===== config.mk =====
export PLATFORM = sky130hd
export DESIGN_NAME = btn_conditioner_flat
export DESIGN_NICKNAME = d
export VERILOG_FILES = /design/src/rtl/btn_conditioner_if.sv /design/src/rtl/btn_conditioner.sv /design/src/flat_wrapper.sv
export SDC_FILE = /design/constraint.sdc
export NUM_CORES = 1
export LEC_CHECK = 0
export CAP_MARGIN = 5
export CELL_PAD_IN_SITES_DETAIL_PLACEMENT = 1
export CELL_PAD_IN_SITES_GLOBAL_PLACEMENT = 1
export CORE_UTILIZATION = 50
export CTS_BUF_LIST = sky130_fd_sc_hd__clkbuf_8
export CTS_CLUSTER_SIZE = 10
export DETAILED_ROUTE_END_ITERATION = 16
export PLACE_DENSITY = 0.84
export SYNTH_ARGS = -nofsm -noshare
export SYNTH_HDL_FRONTEND = slang
export SYNTH_SLANG_ARGS = --single-unit
export TNS_END_PERCENT = 50

===== constraint.sdc =====
create_clock -name clk -period 2.17 [get_ports clk]
set_input_delay 0.3255 -clock clk [delete_from_list [all_inputs] [get_ports clk]]
set_output_delay 0.3255 -clock clk [all_outputs]
set_load 0.02 [all_outputs]

===== src/rtl/btn_conditioner_if.sv =====
// Button conditioner signal bundle: raw buttons in, conditioned levels and pulses out.
// master drives the raw buttons, slave is the conditioner side.
interface btn_conditioner_if #(
    parameter int unsigned N_BTN = 3
);
    logic [N_BTN-1:0] btn_raw;
    logic [N_BTN-1:0] btn_level;
    logic [N_BTN-1:0] btn_press;
    logic [N_BTN-1:0] btn_release;
    logic             any_press;

    modport master (
        output btn_raw,
        input  btn_level,
        input  btn_press,
        input  btn_release,
        input  any_press
    );

    modport slave (
        input  btn_raw,
        output btn_level,
        output btn_press,
        output btn_release,
        output any_press
    );
endinterface


===== src/rtl/btn_conditioner.sv =====
// Per-button 2-FF synchronizer and debounce FSM producing a clean level and press/release pulses.
// Define BTN_AUTOREPEAT_EN to add hold-to-repeat press pulses while a button stays pressed.
module btn_conditioner #(
    parameter int unsigned N_BTN     = 3,
    parameter int unsigned DB_CYCLES = 1000000,
    parameter int unsigned CNT_W     = 20
`ifdef BTN_AUTOREPEAT_EN
    ,
    parameter int unsigned REPEAT_DELAY  = 50000000,
    parameter int unsigned REPEAT_PERIOD = 10000000
`endif
) (
    input logic              clk,
    input logic              rst_n,
    btn_conditioner_if.slave bus
);

    typedef enum logic [1:0] {
        StReleased,
        StPressWait,
        StPressed,
        StReleaseWait
    } state_e;

    localparam logic [CNT_W-1:0] DbLast = CNT_W'(DB_CYCLES - 1);
    localparam logic [CNT_W-1:0] CntOne = CNT_W'(1);

`ifdef BTN_AUTOREPEAT_EN
    localparam int unsigned RptMax = (REPEAT_DELAY > REPEAT_PERIOD) ? REPEAT_DELAY : REPEAT_PERIOD;
    localparam int unsigned RptW   = $clog2(RptMax + 1);
    localparam logic [RptW-1:0] RptDelayLast  = RptW'(REPEAT_DELAY - 1);
    localparam logic [RptW-1:0] RptPeriodLast = RptW'(REPEAT_PERIOD - 1);
    localparam logic [RptW-1:0] RptOne        = RptW'(1);
`endif

    logic [N_BTN-1:0] sync1_q;
    logic [N_BTN-1:0] sync2_q;
    logic [N_BTN-1:0] level_vec;
    logic [N_BTN-1:0] press_vec;
    logic [N_BTN-1:0] release_vec;
    logic [N_BTN-1:0] press_d_vec;
    logic             any_q;

    always_ff @(posedge clk or negedge rst_n) begin
        if (!rst_n) begin
            sync1_q <= '0;
            sync2_q <= '0;
        end else begin
            sync1_q <= bus.btn_raw;
            sync2_q <= sync1_q;
        end
    end

    for (genvar i = 0; i < N_BTN; i++) begin : g_ch
        state_e           state_q, state_d;
        logic [CNT_W-1:0] cnt_q, cnt_d;
        logic             level_q, level_d;
        logic             press_q, press_d;
        logic             release_q, release_d;
`ifdef BTN_AUTOREPEAT_EN
        logic [RptW-1:0]  rpt_q, rpt_d;
        logic             rpt_armed_q, rpt_armed_d;
`endif

        always_comb begin
            state_d   = state_q;
            cnt_d     = cnt_q;
            level_d   = level_q;
            press_d   = 1'b0;
            release_d = 1'b0;
            unique case (state_q)
                StReleased: begin
                    if (sync2_q[i]) begin
                        state_d = StPressWait;
                        cnt_d   = CntOne;
                    end
                end
                StPressWait: begin
                    if (!sync2_q[i]) begin
                        state_d = StReleased;
                        cnt_d   = '0;
                    end else if (cnt_q == DbLast) begin
                        state_d = StPressed;
                        cnt_d   = '0;
                        level_d = 1'b1;
                        press_d = 1'b1;
                    end else begin
                        cnt_d = cnt_q + CntOne;
                    end
                end
                StPressed: begin
                    if (!sync2_q[i]) begin
                        state_d = StReleaseWait;
                        cnt_d   = CntOne;
                    end
                end
                StReleaseWait: begin
                    if (sync2_q[i]) begin
                        state_d = StPressed;
                        cnt_d   = '0;
                    end else if (cnt_q == DbLast) begin
                        state_d   = StReleased;
                        cnt_d     = '0;
                        level_d   = 1'b0;
                        release_d = 1'b1;
                    end else begin
                        cnt_d = cnt_q + CntOne;
                    end
                end
                default: begin
                    state_d = StReleased;
                    cnt_d   = '0;
                end
            endcase

`ifdef BTN_AUTOREPEAT_EN
            // Counter only runs while staying in PRESSED; any entry or exit restarts the delay.
            rpt_d       = '0;
            rpt_armed_d = 1'b0;
            if (state_q == StPressed && state_d == StPressed) begin
                rpt_armed_d = rpt_armed_q;
                if (rpt_q == (rpt_armed_q ? RptPeriodLast : RptDelayLast)) begin
                    press_d     = 1'b1;
                    rpt_d       = '0;
                    rpt_armed_d = 1'b1;
                end else begin
                    rpt_d = rpt_q + RptOne;
                end
            end
`endif
        end

        always_ff @(posedge clk or negedge rst_n) begin
            if (!rst_n) begin
                state_q     <= StReleased;
                cnt_q       <= '0;
                level_q     <= 1'b0;
                press_q     <= 1'b0;
                release_q   <= 1'b0;
`ifdef BTN_AUTOREPEAT_EN
                rpt_q       <= '0;
                rpt_armed_q <= 1'b0;
`endif
            end else begin
                state_q     <= state_d;
                cnt_q       <= cnt_d;
                level_q     <= level_d;
                press_q     <= press_d;
                release_q   <= release_d;
`ifdef BTN_AUTOREPEAT_EN
                rpt_q       <= rpt_d;
                rpt_armed_q <= rpt_armed_d;
`endif
            end
        end

        assign level_vec[i]   = level_q;
        assign press_vec[i]   = press_q;
        assign release_vec[i] = release_q;
        assign press_d_vec[i] = press_d;
    end

    // Registered from the next-state pulses so it lines up with btn_press.
    always_ff @(posedge clk or negedge rst_n) begin
        if (!rst_n) begin
            any_q <= 1'b0;
        end else begin
            any_q <= |press_d_vec;
        end
    end

    assign bus.btn_level   = level_vec;
    assign bus.btn_press   = press_vec;
    assign bus.btn_release = release_vec;
    assign bus.any_press   = any_q;

endmodule


===== src/flat_wrapper.sv =====
// flat-port wrapper written by rule: the top's interface ports become plain ports
module btn_conditioner_flat 
#(
    parameter int unsigned N_BTN     = 3,
    parameter int unsigned DB_CYCLES = 1000000,
    parameter int unsigned CNT_W     = 20

)
  (clk, rst_n, bus_btn_raw, bus_btn_level, bus_btn_press, bus_btn_release, bus_any_press);
  btn_conditioner_if #(.N_BTN(N_BTN)) bus_i ();
  input logic clk;
  input logic rst_n;
  input wire logic [$bits(bus_i.btn_raw)-1:0] bus_btn_raw;
  output wire logic [$bits(bus_i.btn_level)-1:0] bus_btn_level;
  output wire logic [$bits(bus_i.btn_press)-1:0] bus_btn_press;
  output wire logic [$bits(bus_i.btn_release)-1:0] bus_btn_release;
  output wire logic [$bits(bus_i.any_press)-1:0] bus_any_press;
  assign bus_i.btn_raw = bus_btn_raw;
  assign bus_btn_level = bus_i.btn_level;
  assign bus_btn_press = bus_i.btn_press;
  assign bus_btn_release = bus_i.btn_release;
  assign bus_any_press = bus_i.any_press;
  btn_conditioner #(.N_BTN(N_BTN), .DB_CYCLES(DB_CYCLES), .CNT_W(CNT_W)) u_core (.clk(clk), .rst_n(rst_n), .bus(bus_i));
endmodule

**Word-level counts from Yosys, hierarchy flattened**

Index checks and enable logic that the tools add are counted.
W data, S select, Z words.

- Add/subtract/negate cells: 3
- $mul: 0
- Divide/modulo/power cells: 0
- Order comparisons: 0
- Eq/ne operators: 36
- Shift operators: 0
- Multiplexer cells: 69
- Bitwise logic cells: 0
- Reduce and logical (&&, ||, !) cells: 16

Operators by type and width:

| kind | number |
|---|---|
| $mux W20 | 15 |
| $pmux W20 S4 | 3 |
| $add A20 B1 Y20 const B | 3 |
| $eq A20 B20 Y1 const B | 3 |
| $mux W2 | 18 |
| $mux W1 | 27 |
| $ne A2 B1 Y1 const B | 12 |
| $pmux W2 S4 | 3 |
| $reduce_and A5 Y1 | 3 |
| $eq A2 B2 Y1 const B | 6 |
| $ne A2 B2 Y1 const B | 6 |
| $reduce_and A4 Y1 | 3 |
| $ne A3 B1 Y1 const B | 3 |
| $ne A3 B3 Y1 const B | 3 |
| $eq A2 B1 Y1 const B | 3 |
| $logic_not A2 Y1 | 3 |
| $pmux W1 S2 | 3 |
| $reduce_and A2 Y1 | 3 |
| $reduce_bool A2 Y1 | 3 |
| $reduce_or A3 Y1 | 1 |

- Flip-flop bits (word level): 82
- Latch bits: 0
- RAM bits: 0
- Memory bits (read-only): 0
- Input bits: 5
- Output and inout bits: 10
- Memories: 0

**Depth between registers and ports, before layout**

Gate-level depths: netlist of the first run.

- Word-level depth: 5
- Gate-level depth with buffers: 8
- Gate-level depth less buffers: 6

**Worst setup path after synthesis of the first run**

No wires, ideal clock.

- Path kind: register -> register
- From: register u_core.g_ch[2].cnt_q[6]
- To: register u_core.g_ch[2].cnt_q[4]
- Data arrival time: 1.814 ns
- Required time: 2.049 ns
- Setup slack: 0.236 ns
- Cell stages (with the launch flop): 7
- Path through: dfrtp_1 > or4b_4 > nor4b_4 > a21oi_2 > buf_6 > buf_6 > a22o_1

- Word-level cells in the longest chain between the ends: 4

RTL lines:

| item | line | RTL |
|---|---|---|
| from (decl) | btn_conditioner.sv:56 | `logic [CNT_W-1:0] cnt_q, cnt_d;` |
| from (signal assigned) | btn_conditioner.sv:146 | `cnt_q <= cnt_d;` |
| $eq A20 B20 Y1 (*) | btn_conditioner.sv:82, btn_conditioner.sv:101 |  |
| $mux W20 (*) | btn_conditioner.sv:82, btn_conditioner.sv:101 |  |
| $mux W20, on equally long branches | btn_conditioner.sv:98, btn_conditioner.sv:79 |  |
| $pmux W20 S4 (*) | btn_conditioner.sv:71 | `unique case (state_q)` |

Mark *: on every way between the ends. The rest lies on a longest branch, timed or not.
A chain may end at the register's enable or synchronous reset.

**Worst setup path after layout of the first run**

- From: register u_core.g_ch[2].cnt_q[15]
- To: register u_core.g_ch[2].cnt_q[7]

Same word-level chain as after synthesis.

==> results of run 1 <==
routing by layer:
layer	global-route usage [%]	vias up	share of wire [%]
met3	3.398	12	2.2
met1	35.52	1811	47
met4	9.231	0	1.2
li1	-	1738	-
met2	43.86	54	49
met5	0	-	0
sequential cells by signal (all words and copies together), names as in the netlist, named ones only:
register	flops
u_core.bus.any_press	1
u_core.g_ch.cnt_q	60
u_core.g_ch.level_q	3
u_core.g_ch.press_q	3
u_core.g_ch.release_q	3
u_core.g_ch.state_q	3
u_core.sync1_q	3
u_core.sync2_q	3
power by group through the flow:
stage                     registers, mW  clock network [mW]  logic (mW)
after global placement             1.66                   0       0.220
after CTS                          1.64                1.12       0.241
after global routing               1.65                1.19       0.268
after detailed placement           1.67                   0       0.237
final                              1.64                1.10       0.239
after floorplan                    1.65                   0       0.142
final cells by class:
type	count	share of cell area, %
Sequential cell	82	42.59
Multi-Input combinational cell	331	41.50
Timing Repair Buffer	45	8.258
Tap cell	105	2.727
Clock buffer	9	2.571
Clock inverter	7	1.350
Inverter	13	1.013
cells in the mapped netlist (all sizes together), types with 2 or more instances:
master	instances	share of area [%]
a41oi	7	1.4
o21ai	22	2.6
or2	3	0.44
a21oi	40	4.9
and2	5	0.74
nor3	11	1.3
or4bb	2	0.53
nand3b	3	0.53
buf	19	3.0
and3	13	1.9
dfrtp	82	48
nor2	28	2.5
a22o	7	1.4
o2bb2ai	2	0.41
nor4	4	1.2
a21o	8	1.4
or4	3	0.53
inv	13	1.2
xor2	5	1.0
clkbuf	7	0.62
nand4	10	1.5
nand2	44	3.9
ha	3	0.89
or2b	2	0.35
nand2b	9	1.3
and4	6	1.2
mux2i	3	0.71
nand3	31	3.7
o21a	2	0.35
a31oi	43	6.4
or3b	3	0.62
final timing paths:
kind                                          start                       end  slack (ns)  depth (start not counted)
min in group asynchronous                     rst_n  u_core.g_ch[2].cnt_q[18]        0.47                          2
setup reg to reg           u_core.g_ch[2].cnt_q[15]   u_core.g_ch[2].cnt_q[7]        0.07                          7
hold / removal                    u_core.sync1_q[1]         u_core.sync2_q[1]        0.37                          0
hold reg to reg                   u_core.sync1_q[1]         u_core.sync2_q[1]        0.37                          0
max in group asynchronous                     rst_n  u_core.g_ch[0].cnt_q[16]        1.15                          3
setup / recovery           u_core.g_ch[2].cnt_q[15]   u_core.g_ch[2].cnt_q[7]        0.07                          7
timing repair:
action                                  CTS  global route
endpoints found under the setup margin    0             8
hold buffers                              1             0
endpoints found under the hold margin    34             0
setup buffers                             0             2
resized for setup                         0             3
worst max-delay path, stage by stage, from the launching register on:
cell and delay [ns]:
dfrtp_1 0.42, or4b_4 0.56, nor4b_4 0.29, a21oi_2 0.11
buf_4 0.18, buf_4 0.17, a21oi_1 0.16, mux2i_1 0.09
logic make-up after synthesis:
kind of cell    Yosys count
mux                       4
fa+ha+maj                 3
simple gates            181
xor+xnor                  5
buf+inv                  39
flops                    82
compound gates          138
per-stage QoR:
| stage | util (%) | cell area [µm²] | setup WS, ns | hold slack, ns | setup TNS [ns] |
|---|---|---|---|---|---|
| floorplan | - | 4234 | 0.2355 | 0.02991 | 0 |
| global placement | 55.84 | 4588 | 0.1541 | 0.3302 | 0 |
| detailed placement | 55.84 | 4588 | 0.08817 | 0.3312 | 0 |
| CTS | 58.26 | 4787 | 0.02723 | 0.3676 | 0 |
| global route | 58.64 | 4818 | -0.01746 | 0.3773 | -0.02111 |
| finish | 58.64 | 4818 | 0.07444 | 0.3654 | 0 |
==> flow_summary_export.csv, run 1 <==
group,metric,value,unit
yosys,synth_warnings,0,
final_layout,drive_gt1_share,13.14,%
timing,setup_viol,0,
yosys,synthSimpleGateAreaFrac,23.49,%
routing,drc,0,
yosys,synth.distinct_cells,50,
yosys,ys_ff_latch,82,
run_status,status,"completed",
place,post-place-cells,573,
cts,path_clk_slew,0.10,ns
global_routing,grt_max_degree,38,
timing,rsz0062_at_grt,"true",
cts,clk_latency,0.37,ns
final_layout,final_cell_mix,"82 x dfrtp_1, 44 x nand2_1, 43 x a31oi_1, 37 x a21oi_1, 30 x nand3_1",
cts,cts_tree,"done",
pwr,power.leakage,2.103,nW
global_routing,grt_overflow,0,
floorplan,initial_core_util,51.53,%
yosys,syn_nets,460,
setup_path,startpoint_type,"flip-flop",
pwr,vdd_drop_max,0.3849,mV
timing,tightestPinTransition,0.6408,ns
global_routing,grt_pass1_vias,3737,
yosys,synth_top_family_by_area,"simple AND/OR/NAND/NOR gates",
yosys,synthFlopType,"dfrtp_1",
place,portBuffers,14,
cts,cts_root_buffer,"clkbuf_8",
floorplan,die_w,94.02,µm
timing,slew_headroom,57.12,%
yosys,ys_seq_area_share,48.46,%
routing,drt-initial-drc-count,165,
final_layout,multi_input_area,1999,µm²
routing,wl_per_cell,18.10,µm
final_layout,mostFrequentLayoutCell,"dfrtp_1",
floorplan,coreArea,8217,µm²
timing,final_hold_viol_count,0,
pwr,switchingPower,0.8713,mW
pwr,p_clk_share,37.0,%
yosys,synth-async-reset-ratio,100.0,%
place,gp_congestion,0.8332,
floorplan,dieArea,8840,µm²
global_routing,grt_pass1_wl,18100,µm
timing,finalCriticalPeriod,2.096,ns
final_layout,register_area,2052,µm²
final_layout,fin_cells,592,
floorplan,die_y,94.02,µm
setup_path,cp.arrival,2.35,ns
cts,cts_sinks,82,
pwr,internal_power,2.112,mW
yosys,synth_edf_count,0,
pwr,switching_share,29.20,%
floorplan,row_count,33,
yosys,synth_mux_area_share,0.9752,%
yosys,synthCells,452,
timing,max_freq,477.2,MHz
pwr,p_comb_share,8.0,%
cts,clk_path_buf_depth,2,
yosys,synth_compound_area_share,20.36,%
cts,htreeDepth,3,
setup_path,crit_required,2.43,ns
final_layout,diodes,0,
final_layout,nets,490,
routing,vias,3615,
pwr,seqPwrFrac,55.0,%
global_routing,antenna_found_initial,0,
global_routing,grt_usage,26.43,%
routing,dr.pass1.iters,4,
setup_path,critical_path_class,"reg2reg",
final_layout,nFillCells,938,
final_layout,areaGrowthSynthToFinish,13.80,%
cts,numCtsBuffers,9,
yosys,syn_area,4234,µm²
timing,finClkSkew,0.01149,ns
worst_hold_path,hp-class,"reg2reg",
place,place_hpwl,7473,µm
run,drv_cap,0,
floorplan,ios,15,
pwr,fin_total_pwr,2.984,mW
routing,vias_per_cell,6.106,
setup_path,critPathMaxFanout,11,
routing,drt-total-wl,10720,µm
timing,report.final.slew_viol_count,0,
yosys,avgSynthCellArea,9.367,µm²
yosys,synth_fa_ha_area_share,0.8865,%
pwr,powerDensity,619.2,nW/µm²
setup_path,critPathCaptureType,"flip-flop",
routing,drt.antenna.violating_nets,0,
yosys,synthXorXnorAreaFrac,1.034,%
timing,min_period_over_period,96.57,%
No activity file was read; power rests on OpenSTA's default activity.
==> run 2: changes to the inputs <==
- SLEW_MARGIN: default -> 5
- clock period: 2.17 -> 2.2 ns (I/O delays scaled with it)
==> run 2 against run 1 <==
  * Final area down 0.10%
  * Clock power is essentially flat
  * Global-route usage increased by 0.36 points
  * Sequential share of layout area barely moved
  * Via count up 1.8%
  * Maximum frequency up 2.1%
  * Clock skew decreased by 0.0013 ns
  * Total power hardly changed
  * Flip-flop and latch count unchanged
  * Core utilization decreased by 0.061 points
  * First-iteration DRC count shrank 1.8%
  * Non-clock buffer count fell by 4
  * Critical path type unchanged
==> flow_summary_export.csv, run 2 (synthesized netlist as in run 1, its figures left out) <==
group,metric,value,unit
run_status,status,"completed",
final_layout,areaGrowthSynthToFinish,13.68,%
worst_hold_path,hp-class,"reg2reg",
place,gp_congestion,0.7959,
setup_path,rr_worst_depth,6,
timing,tightestPinTransition,0.6535,ns
worst_hold_path,hold_end,"u_core.sync2_q[0]",
global_routing,grt_pass1_wl,18400,µm
timing,rsz0062_at_grt,"true",
setup_path,critical_path_class,"reg2reg",
setup_path,cp-startpoint,"u_core.g_ch[2].cnt_q[15]",
timing,final_hold_viol_count,0,
routing,dr.pass1.iters,4,
place,portBuffers,14,
cts,cts_tree,"done",
global_routing,grt_max_degree,33,
final_layout,nets,486,
setup_path,r2r_setup_slack,0.15,ns
routing,wl_per_cell,18.23,µm
timing,report.final.slew_viol_count,0,
setup_path,critPathMaxFanout,18,
pwr,powerDensity,619.5,nW/µm²
global_routing,antenna_found_initial,0,
global_routing,grt_overflow,0,
routing,drt-total-wl,10720,µm
timing,finalCriticalPeriod,2.053,ns
pwr,power.leakage,2.081,nW
run,drv_cap,0,
cts,path_clk_slew,0.10,ns
floorplan,die_y,94.02,µm
global_routing,grt_usage,26.79,%
cts,cts_root_buffer,"clkbuf_8",
routing,vias,3681,
floorplan,row_count,33,
final_layout,mostFrequentLayoutCell,"dfrtp_1",
cts,clk_latency,0.37,ns
floorplan,ios,15,
setup_path,critPathCaptureType,"flip-flop",
final_layout,largest_reg_flops,60,
setup_path,timing.rr.start,"u_core.g_ch[2].cnt_q[15]",
setup_path,crit_required,2.46,ns
cts,clk_path_buf_depth,2,
floorplan,initial_core_util,51.53,%
place,place_hpwl,7463,µm
final_layout,largest_register,"u_core.g_ch.cnt_q",
setup_path,cp.arrival,2.31,ns
timing,setup_viol,0,
worst_hold_path,hold-path-cell-count,0,
setup_path,reg2reg_to,"u_core.g_ch[2].cnt_q[4]",
cts,cts_sinks,82,
cts,htreeDepth,3,
cts,post-cts-setup-buffers,0,
place,post-place-cells,571,
routing,vias_per_cell,6.260,
global_routing,grt_pass1_vias,3850,
floorplan,coreArea,8217,µm²
final_layout,nFillCells,935,
final_layout,diodes,0,
final_layout,fin_cells,588,
floorplan,die_w,94.02,µm
final_layout,final_cell_mix,"82 x dfrtp_1, 44 x nand2_1, 43 x a31oi_1, 37 x a21oi_1, 31 x nand3_1",
timing,max_freq,487.0,MHz
setup_path,startpoint_type,"flip-flop",
timing,finClkSkew,0.01018,ns
timing,slew_headroom,56.27,%
worst_hold_path,hp-start,"u_core.sync1_q[0]",
floorplan,dieArea,8840,µm²
routing,drt-initial-drc-count,162,
timing,fin_worst_hold_slack,0.3636,ns
final_layout,drive_gt1_share,12.22,%
routing,drc,0,
cts,numCtsBuffers,9,
routing,drt.antenna.violating_nets,0,
timing,min_period_over_period,93.34,%
pwr,vdd_drop_max,0.3221,mV
-- run 2: routing by layer --
| metal | GRT usage, % | wire (µm) | vias to the layer above |
|---|---|---|---|
| met5 | 0 | 0 | - |
| met1 | 34.15 | 4739 | 1883 |
| met4 | 11.54 | 214 | 0 |
| li1 | - | - | 1731 |
| met2 | 45.62 | 5521 | 47 |
| met3 | 3.317 | 243 | 20 |
-- run 2: worst max-delay path, cell delays in order, from the launching register on --
cell	delay (ns)
dfrtp_1	0.42
or4b_4	0.55
nor4b_4	0.33
a21oi_2	0.15
buf_12	0.17
a21o_1	0.15
a22o_1	0.17
-- run 2: worst max-delay path by stage --
stage / to / slack [ns] / depth (start not counted)
4_1_cts: u_core.g_ch[1].cnt_q[14] / 0.08 / 6
3_3_place_gp: u_core.g_ch[2].cnt_q[4] / 0.21 / 6
6_report: u_core.g_ch[2].cnt_q[4] / 0.15 / 6
3_5_place_dp: u_core.g_ch[1].cnt_q[14] / 0.1 / 6
2_1_floorplan: u_core.g_ch[2].cnt_q[4] / 0.27 / 6
5_1_grt: u_core.bus.any_press / -0.03 / 5
-- run 2: power by group --
group	leakage (nW)	switching [mW]	internal, mW	total [mW]
Sequential	1.11	0.0682	1.55	1.62
Clock	0.104	0.667	0.457	1.12
Combinational	0.863	0.144	0.0929	0.237
-- run 2: repair_timing --
item	4_1_cts	5_1_grt
gates resized for setup	0	1
hold buffers	1	0
setup endpoints to repair	0	9
endpoints found under the hold margin	25	0
-- run 2: layout make-up --
cell class	instances	area, µm²	share of cell area, %
multi-input combinational	331	1986	41.25
sequential	82	2052	42.63
tap	105	131.4	2.729
inverter	13	48.80	1.014
clock inverter	7	78.83	1.638
clock buffer	9	123.9	2.573
timing repair buffer	41	392.9	8.162
-- run 2: stage by stage --
stage          setup slack (ns)  total power [mW]  util, %  cell area, µm²  TNS (ns)
5_1_grt                -0.03097             3.103    58.58            4813  -0.05810
2_1_floorplan            0.2655             1.768        -            4234         0
6_report                 0.1466             2.982    58.58            4813         0
3_5_place_dp            0.09908             1.886    55.96            4598         0
4_1_cts                 0.08323             3.011    58.55            4811         0
3_3_place_gp             0.2056             1.862    55.96            4598         0
==> run 3: changes to the inputs <==
- CTS_CLUSTER_SIZE: 10 -> default
==> results of run 3 <==
Same layout as run 2: the final DEF is identical, and so are final timing and power.
==> edit, RTL diff (settings of run 1) <==
Make the reset (`rst_n`) synchronous in 3 clocked blocks.
--- a/src/rtl/btn_conditioner.sv
+++ b/src/rtl/btn_conditioner.sv
@@ -42,5 +42,5 @@
     logic             any_q;
 
-    always_ff @(posedge clk or negedge rst_n) begin
+    always_ff @(posedge clk) begin
         if (!rst_n) begin
             sync1_q <= '0;
@@ -131,5 +131,5 @@
         end
 
-        always_ff @(posedge clk or negedge rst_n) begin
+        always_ff @(posedge clk) begin
             if (!rst_n) begin
                 state_q     <= StReleased;
@@ -162,5 +162,5 @@
 
     // Registered from the next-state pulses so it lines up with btn_press.
-    always_ff @(posedge clk or negedge rst_n) begin
+    always_ff @(posedge clk) begin
         if (!rst_n) begin
             any_q <= 1'b0;
Formal check against the unedited RTL: no difference found for any inputs over 10 cycles, from zero or initial values and one cycle with rst_n low; that may be too few to reach the edited logic, so the function may still have changed.
==> edit against run 1 <==
Synthesized area is 5.1% lower. Total power shrank 8.6%. Combinational power down 49%. Via count rose by 2.9%. Critical path type unchanged. Sequential cell count stayed put. Design area down 6.1%. Critical endpoint is now u_core.g_ch[2].level_q. Wire length decreased by 3.9%. Setup slack better by 42 ps.
==> edit: results (changes against run 1) <==
Status
  – Status: finished clean (unchanged)

Synthesis
  – Async SR Flop Fraction: 0 (was 1.00)
  – Largest cells by area after synthesis: dfxtp_1, nand2_1, nand3_1, a31oi_1, a21oi_1 (was dfrtp_1, a31oi_1, a21oi_1, nand2_1, nand3_1)
  – Synth Area per Inst: 8.32 sq um (was 9.37 sq um)
  – Top post-synthesis cells by count: dfxtp_1, nand2_1, nand3_1 (was dfrtp_1, nand2_1, a31oi_1)
  – Post-synthesis cell type count: 54 (was 50)
  – Syn Nets: 491 (was 460)
  – Seq/Total Area, Yosys: 0.409 (was 0.485)

Timing
  – Worst Skew: 13.6 ps (was 11.5 ps)
  – Worst slew margin: 0.679 (was 0.571)

Placement
  – RD Place Congestion: 0.837 (was 0.833)
  – I/O Buffers: 14 (unchanged)
  – Cells after DPL: 597 (was 573)
  – Place WS: 135 ps (was 88.2 ps)
  – Post-DP Area: 0.00433 sq mm (was 0.00459 sq mm)
  – DPL Wire Length: 7.04 mm (was 7.47 mm)

Detailed routing
  – Via density: 6.07 (was 6.11)
  – Routed wire length per instance: 16.8 um (was 18.1 um)
  – Iteration-0 DRC Markers: 129 (was 165)
  – Vias: 3719 (was 3615)

CTS
  – Total CTS buffers: 9 (unchanged)
  – Post-CTS Repair Setup Buffers: 0 (unchanged)
  – Clock buffer depth: 2 (unchanged)
  – Worst-path clk slew: 100 ps (about the same)
  – Root buffer cell: clkbuf_8 (unchanged)
  – Clk_lat worst skew: 370 ps (about the same)
  – Htree depth: 3 (unchanged)

GRT
  – Vias in the first global route: 3774 (was 3737)
  – First-pass GRT wire length: 17.8 mm (was 18.1 mm)
  – Met1 Usage GRT: 0.322 (was 0.355)
  – GRT Resource Usage Total: 0.266 (was 0.264)
  – Met2 Resource Use GR: 0.459 (was 0.439)
  – Largest net degree at the start of global routing: 31 (was 38)
  – Met3 Resource Use GR: 0.0589 (was 0.0340)

Power and ir drop
  – NetSw: 726 uW (was 871 uW)
  – VDD IR-drop max: 323 uV (was 385 uV)
  – Leakage: 1.61 nW (was 2.10 nW)

Worst setup path
  – Critical path fanouts, max: 8 (was 11)
  – Startpoint Class: register (unchanged)
  – CP max stage delay: 440 ps (was 560 ps)
  – Crit path max-delay cell type: nand4_1 (was or4b_4)
  – Arr. time, crit path: 2360 ps

Final layout
  – ANT cells: 0 (unchanged)
  – Max reg flops: 60 (unchanged)
  – Nets@finish: 514 (was 490)
  – Share of cells above drive strength 1: 0.110 (was 0.131)

Worst hold path
  – Hold Crit Class: reg2reg (unchanged)
==> edit: changes by cell type after synthesis, sizes merged, moves of 6 or more <==
cell / delta
dfrtp: -82
dfxtp: +82
a31oi: -16
nand2: +10
nor4: +8
a21o: -7
xor2: +7
nand3: +6
nand4: +6
==> edit: cells by family (layout without fill, tap and decap cells) <==
family,Yosys count,count (layout),synth area share
xor gates and xnor gates,15,15,0.0327
muxes,5,5,0.0125
and+or+nand+nor,221,221,0.300
DFF,82,82,0.409
adders and majority gates,3,3,0.00934
AOI/OAI and AO/OA,116,116,0.182
buffers and inverters,41,69,0.0545
==> edit: layout make-up <==
class,instances,area (sq um)
inverters,15,56.3
clock buffers,9,124
multi-input cells,360,2170
flip-flops and latches,82,1640
fillers,972,3240
clock inverters,7,61.3
well taps,102,128
repair buffers,38,345
==> edit: worst max-delay path, delay by kind of cell, from the launching register on <==
| kind | cells | cell delay, ps |
|---|---|---|
| compound gates | 1 | 160 |
| flops | 1 | 410 |
| simple gates | 4 | 1420 |
==> edit: per-layer routing <==
layer / vias up / share of wire
met5: - / 0
met2: 64 / 0.49
li1: 1810 / -
met4: 0 / 0.018
met3: 15 / 0.027
met1: 1830 / 0.46
==> edit: path summary, 6_finish.rpt <==
path	from	to	slack (ps)	cells past startpoint
setup / recovery	u_core.g_ch[2].cnt_q[15]	u_core.g_ch[2].level_q	120	5
hold / removal	u_core.sync1_q[2]	u_core.sync2_q[2]	440	1
setup reg to reg	u_core.g_ch[2].cnt_q[15]	u_core.g_ch[2].level_q	120	5
hold reg to reg	u_core.sync1_q[2]	u_core.sync2_q[2]	440	1
==> edit: power groups by stage <==
stage / clock, mW / combinational, mW / sequential (mW)
2_1_floorplan: 0 / 0.0717 / 1.56
3_3_place_gp: 0 / 0.115 / 1.57
3_5_place_dp: 0 / 0.121 / 1.57
4_1_cts: 1.09 / 0.121 / 1.53
5_1_grt: 1.17 / 0.132 / 1.54
6_report: 1.07 / 0.121 / 1.53
==> edit: repair_timing <==
action                     CTS  global route
setup endpoints to repair    0             2
hold buffers                 0             0
resized for setup            0             1
